==> src/rtl/iter_mul_div.sv <==
// Iterative multiply/divide unit for the multicycle MIPS core: MULT/MULTU/DIV/DIVU in WIDTH+1
// cycles via shift-add and restoring division on magnitudes, plus single-cycle MTHI/MTLO.
module iter_mul_div #(
    parameter int WIDTH = 32,
    parameter int CNT_W = 6
) (
    input  logic             clk,
    input  logic             rst,
    input  logic             start,
    input  logic [2:0]       op,
    input  logic [WIDTH-1:0] a,
    input  logic [WIDTH-1:0] b,
    output logic             busy,
    output logic             done,
    output logic             div_by_zero,
    output logic [WIDTH-1:0] hi,
    output logic [WIDTH-1:0] lo
);

    localparam logic [2:0] OP_MULT  = 3'b000;
    localparam logic [2:0] OP_MULTU = 3'b001;
    localparam logic [2:0] OP_DIV   = 3'b010;
    localparam logic [2:0] OP_DIVU  = 3'b011;
    localparam logic [2:0] OP_MTHI  = 3'b100;
    localparam logic [2:0] OP_MTLO  = 3'b101;

    typedef enum logic [1:0] {
        IDLE,
        MUL,
        DIV,
        FIX
    } state_t;

    state_t             state;
    logic [2*WIDTH-1:0] work;       // product accumulator, or {remainder, dividend/quotient}
    logic [WIDTH-1:0]   opB;
    logic [WIDTH-1:0]   origA;
    logic [CNT_W-1:0]   counter;
    logic               signQ;
    logic               signR;
    logic               isDiv;
    logic               divZero;

    logic               isSigned;
    logic               isDivOp;
    logic [WIDTH-1:0]   absA;
    logic [WIDTH-1:0]   absB;
    logic [WIDTH:0]     mulSum;
    logic [WIDTH:0]     divShift;
    logic [WIDTH:0]     divDiff;
    logic               lastIter;

    assign isSigned = (op == OP_MULT) || (op == OP_DIV);
    assign isDivOp  = (op == OP_DIV) || (op == OP_DIVU);
    assign absA     = (isSigned && a[WIDTH-1]) ? -a : a;
    assign absB     = (isSigned && b[WIDTH-1]) ? -b : b;

    // Multiplier bits leave through work[0]; partial sums enter from the top with their carry.
    assign mulSum   = {1'b0, work[2*WIDTH-1:WIDTH]} + (work[0] ? {1'b0, opB} : '0);
    assign divShift = {work[2*WIDTH-1:WIDTH], work[WIDTH-1]};
    assign divDiff  = divShift - {1'b0, opB};
    assign lastIter = (counter == CNT_W'(WIDTH - 1));

    always_ff @(posedge clk or negedge rst) begin
        if (!rst) begin
            state       <= IDLE;
            work        <= '0;
            opB         <= '0;
            origA       <= '0;
            counter     <= '0;
            signQ       <= 1'b0;
            signR       <= 1'b0;
            isDiv       <= 1'b0;
            divZero     <= 1'b0;
            busy        <= 1'b0;
            done        <= 1'b0;
            div_by_zero <= 1'b0;
            hi          <= '0;
            lo          <= '0;
        end else begin
            done <= 1'b0;
            case (state)
                IDLE: begin
                    if (start) begin
                        case (op)
                            OP_MULT, OP_MULTU, OP_DIV, OP_DIVU: begin
                                work        <= {{WIDTH{1'b0}}, absA};
                                opB         <= absB;
                                origA       <= a;
                                signQ       <= isSigned & (a[WIDTH-1] ^ b[WIDTH-1]);
                                signR       <= isSigned & a[WIDTH-1];
                                isDiv       <= isDivOp;
                                divZero     <= isDivOp && (b == '0);
                                counter     <= '0;
                                busy        <= 1'b1;
                                div_by_zero <= 1'b0;
                                state       <= isDivOp ? DIV : MUL;
                            end
                            OP_MTHI: begin
                                hi          <= a;
                                div_by_zero <= 1'b0;
                            end
                            OP_MTLO: begin
                                lo          <= a;
                                div_by_zero <= 1'b0;
                            end
                            default: ;
                        endcase
                    end
                end
                MUL: begin
                    work    <= {mulSum, work[WIDTH-1:1]};
                    counter <= counter + CNT_W'(1);
                    if (lastIter) state <= FIX;
                end
                DIV: begin
                    // Restoring step: keep the trial difference only when it did not borrow.
                    if (!divDiff[WIDTH])
                        work <= {divDiff[WIDTH-1:0], work[WIDTH-2:0], 1'b1};
                    else
                        work <= {divShift[WIDTH-1:0], work[WIDTH-2:0], 1'b0};
                    counter <= counter + CNT_W'(1);
                    if (lastIter) state <= FIX;
                end
                FIX: begin
                    if (!isDiv) begin
                        {hi, lo} <= signQ ? -work : work;
                    end else if (divZero) begin
                        hi          <= origA;
                        lo          <= '1;
                        div_by_zero <= 1'b1;
                    end else begin
                        hi <= signR ? -work[2*WIDTH-1:WIDTH] : work[2*WIDTH-1:WIDTH];
                        lo <= signQ ? -work[WIDTH-1:0] : work[WIDTH-1:0];
                    end
                    busy  <= 1'b0;
                    done  <= 1'b1;
                    state <= IDLE;
                end
                default: state <= IDLE;
            endcase
        end
    end

endmodule

==> config.mk <==
export PLATFORM = sky130hd
export DESIGN_NAME = iter_mul_div
export DESIGN_NICKNAME = d
export VERILOG_FILES = /design/src/rtl/iter_mul_div.sv
export SDC_FILE = /design/constraint.sdc
export NUM_CORES = 1
export LEC_CHECK = 0
export CORE_ASPECT_RATIO = 1.5
export CORE_MARGIN = 2
export CORE_UTILIZATION = 40
export DETAILED_ROUTE_END_ITERATION = 16
export PLACE_DENSITY = 0.7
export REMOVE_ABC_BUFFERS = 1
export SLEW_MARGIN = 20
export SYNTH_ARGS = -nofsm -noshare
export SYNTH_HDL_FRONTEND = slang
export SYNTH_SLANG_ARGS = --single-unit
==> constraint.sdc <==
create_clock -name clk -period 8 [get_ports clk]
set_input_delay 1.2 -clock clk [delete_from_list [all_inputs] [get_ports clk]]
set_output_delay 1.2 -clock clk [all_outputs]
set_load 0.01 [all_outputs]
==> summary.md <==
| Metric | Value |
|---|---|
| P&R area growth vs syn | `14.5%` |
| Mapped Area | `0.0166 mm²` |
| Yosys reg bits | `a little over 200` |
| Fin. Hold Viols | `0` |
| Vias in the first global route | `15800` |
| Antenna violations before repair | `0` |
| Most frequent cell after synthesis | `nand2_1` |
| Die Y | `254 µm` |
| Int Pwr | `4.01 mW` |
| Die area | `around 0.043 mm²` |
| PortBufs | `between 100 and 150` |
| I/O pin total | `137` |
| Number of synthesized flops with an enable pin | `0` |
| Critical Path AT | `between 4000 and 5000 ps` |
| Async SR Flop Fraction | `100%` |
| Startpoint class of the critical path | `flop` |
| Yosys top cell by area | `dfrtp_1` |
| Leakage | `8.02 nW` |
| Final cycle utilization of the critical path | `55.3%` |
| Routed WL per cell | `19.9 µm` |
| CP endpoint kind | `flop` |
| Final core utilization | `46.4%` |
| Ant. Diodes | `0` |
| Highest clock rate | `0.226 GHz` |
| TritonCTS clock tree | `yes` |
| Share of the synthesized area in the top cell type | `a little under a third` |
| Final hold slack | `between 400 and 500 ps` |
| Clk buf depth | `3` |
| Nets@finish | `2275` |
| FP Rows | `~90` |
| Sequential group share of total power | `26.0%` |
| DR iter-0 viols | `roughly 1100` |
| Critical path class | `flop to flop` |
| DR vias | `about 16000` |
| Endpoints failing setup | `0` |
| Largest net degree at the start of global routing | `92` |
| Layout cells sized above 1 | `5.97%` |
| Final TNS setup | `0 ps` |
| Clk sinks | `just over 200` |
| Worst Path Required | `8390 ps` |
| Postcts setup bufs | `0` |
| Reg clk slew, reported paths | `roughly 60 ps` |
| Clock share of power | `about 14%` |
| Clock skew | `28.0 ps` |
| CTS H-tree depth | `1` |
| Post_cts resized | `0` |
| Core box area | `between 0.04 and 0.05 mm²` |
| Most common library cells after synthesis | `nand2_1, o21ai_0, dfrtp_1, a21oi_1, nor2_1` |
| Pre-CTS WS | `3360 ps` |
| GRT Residual Overflow | `0` |
| Worst-Margin Slew | `1040 ps` |
| Max-cap violations | `0` |
| Status | `finished, final reports clean` |
| Initial Utilization | `40.5%` |
| Vias per cell | `5.92` |
| Cell Pwr Density | `405 mW/mm²` |
| Post-synthesis sequential area ratio | `between 30% and 40%` |
| Combinational power share | `between 50% and 60%` |
| Post-cts hold buffer count | `0` |
| Syn Area/Cell | `around 7.9 µm²` |
| CP max FO | `33` |
| Max VDD drop | `0.000234 V` |
| Number of CTS-inserted buffers | `22` |
| Dominant synthesized flop cell | `dfrtp_1` |
| Worst min path class | `flop to flop` |
| First-pass DRT Iterations | `8` |
| Switching power | `3.72 mW` |
| Worst slew margin | `30.0%` |
| Largest cells by area after synthesis | `dfrtp_1, o21ai_0, nand2_1` |
| GRT Resource Usage Total | `approximately 25%` |
| WL final | `53.8 mm` |
| Worst-skew pair later-pin latency | `550 ps` |
| Antenna Nets Post-Route | `0` |
| Netlist cell types | `76` |
| RSZ-0062 raised after global routing | `false` |
| RePlAce Congestion | `~0.97` |
| PnR worst setup slack | `3580 ps` |
| Drt drc | `0` |
| Sw Share | `48.1%` |
| First-pass GRT wire length | `about 85 mm` |
| CTS root buf | `clkbuf_16` |
| Die Span X | `171 µm` |
| Detail Placement HPWL | `39.9 mm` |
| Synth warn | `0` |
| Post-Synthesis Cells | `2101` |
| Final Max Tran Viols | `0` |
| Tmin final | `~4400 ps` |
## worst max-delay path: stages, from the launching register on
cell and delay [ps]:
dfrtp_1 440, inv_1 770, ha_1 340, or4b_1 450, or3_1 520, nor4_1 520
a31oi_1 390, o311ai_0 680, a21oi_1 150
## path summary, 6_finish.rpt
path / startpoint / endpoint / slack, ps / depth (start not counted)
min in group asynchronous: rst / opB[3] / 710 / 1
max reg2reg: work[0] / hi[0] / 3580 / 8
max in group asynchronous: rst / signQ / 5930 / 2
min reg2reg: opB[14] / opB[14] / 470 / 2
min: opB[14] / opB[14] / 470 / 2
max: work[0] / hi[0] / 3580 / 8
## power by group through the flow
| stage | logic (mW) | clock network (mW) | registers, mW |
|---|---|---|---|
| after CTS | 4.61 | 1.11 | 1.99 |
| final | 4.63 | 1.09 | 2.01 |
| after floorplan | 3.04 | 0 | 1.98 |
| after detailed placement | 4.59 | 0 | 2.01 |
| after global routing | 5.13 | 1.15 | 2.06 |
| after global placement | 4.52 | 0 | 1.99 |
## layer usage
metal	track usage (%)	part of all wire, %	routed length [µm]
met5	0	0	0
met4	13.7	5.4	2920
met3	1.93	4.4	2360
met2	45.5	52	27800
met1	27.8	39	20700
## flip-flops by register name, summed over array words and instances (netlist names)
name and count:
work 64, hi 32, lo 32, opB 32, origA 32, counter 6
state 2, busy 1, divZero 1, div_by_zero 1, done 1, isDiv 1
signQ 1, signR 1
## final cells by class
| cell class | count | area (µm²) |
|---|---|---|
| flip-flops and latches | 207 | 5180 |
| well taps | 558 | 698 |
| fillers | 3987 | 22000 |
| clock buffers | 29 | 607 |
| clock inverters | 10 | 145 |
| repair buffers | 161 | 1550 |
| inverters | 70 | 263 |
| multi-input cells | 1668 | 10600 |
## cells by family after synthesis
group,after synthesis,synth area share (%)
DFF,207,31.1
adders and majority gates,75,5.73
AOI/OAI and AO/OA,704,25.9
xor gates and xnor gates,180,9.47
muxes,64,4.10
and+or+nand+nor,645,18.4
buffers and inverters,226,5.31
## cells in the final DEF (no fill, tap or decap), drive strengths merged, types with 19 or more instances in the layout
| master | Yosys | final |
|---|---|---|
| nand2 | 280 | 280 |
| o21ai | 266 | 266 |
| dfrtp | 207 | 207 |
| a21oi | 148 | 148 |
| clkdlybuf4s50 | 0 | 135 |
| nor2 | 130 | 130 |
| xnor2 | 103 | 103 |
| xor2 | 77 | 77 |
| ha | 73 | 73 |
| inv | 70 | 71 |
| a22oi | 48 | 48 |
| o22ai | 47 | 47 |
| nor3 | 37 | 37 |
| mux2 | 33 | 33 |
| mux2i | 31 | 31 |
| a21o | 30 | 30 |
| clkbuf | 129 | 30 |
| and3 | 27 | 27 |
| or3 | 25 | 25 |
| buf | 27 | 25 |
| nand2b | 24 | 24 |
| o211ai | 24 | 24 |
| or4 | 24 | 24 |
| nand3 | 21 | 21 |
| o221ai | 19 | 19 |
| o31ai | 19 | 19 |
| nor4 | 19 | 19 |
## stage by stage
step	std cells	power, mW	cell area (µm²)
3_3_place_gp	2664	6.52	18300
6_report	2703	7.73	19100
2_1_floorplan	1945	5.02	16000
3_5_place_dp	2664	6.60	18300
5_1_grt	2703	8.34	19100
4_1_cts	2703	7.72	19100
Note: power is estimated with default switching activity, not from simulation.
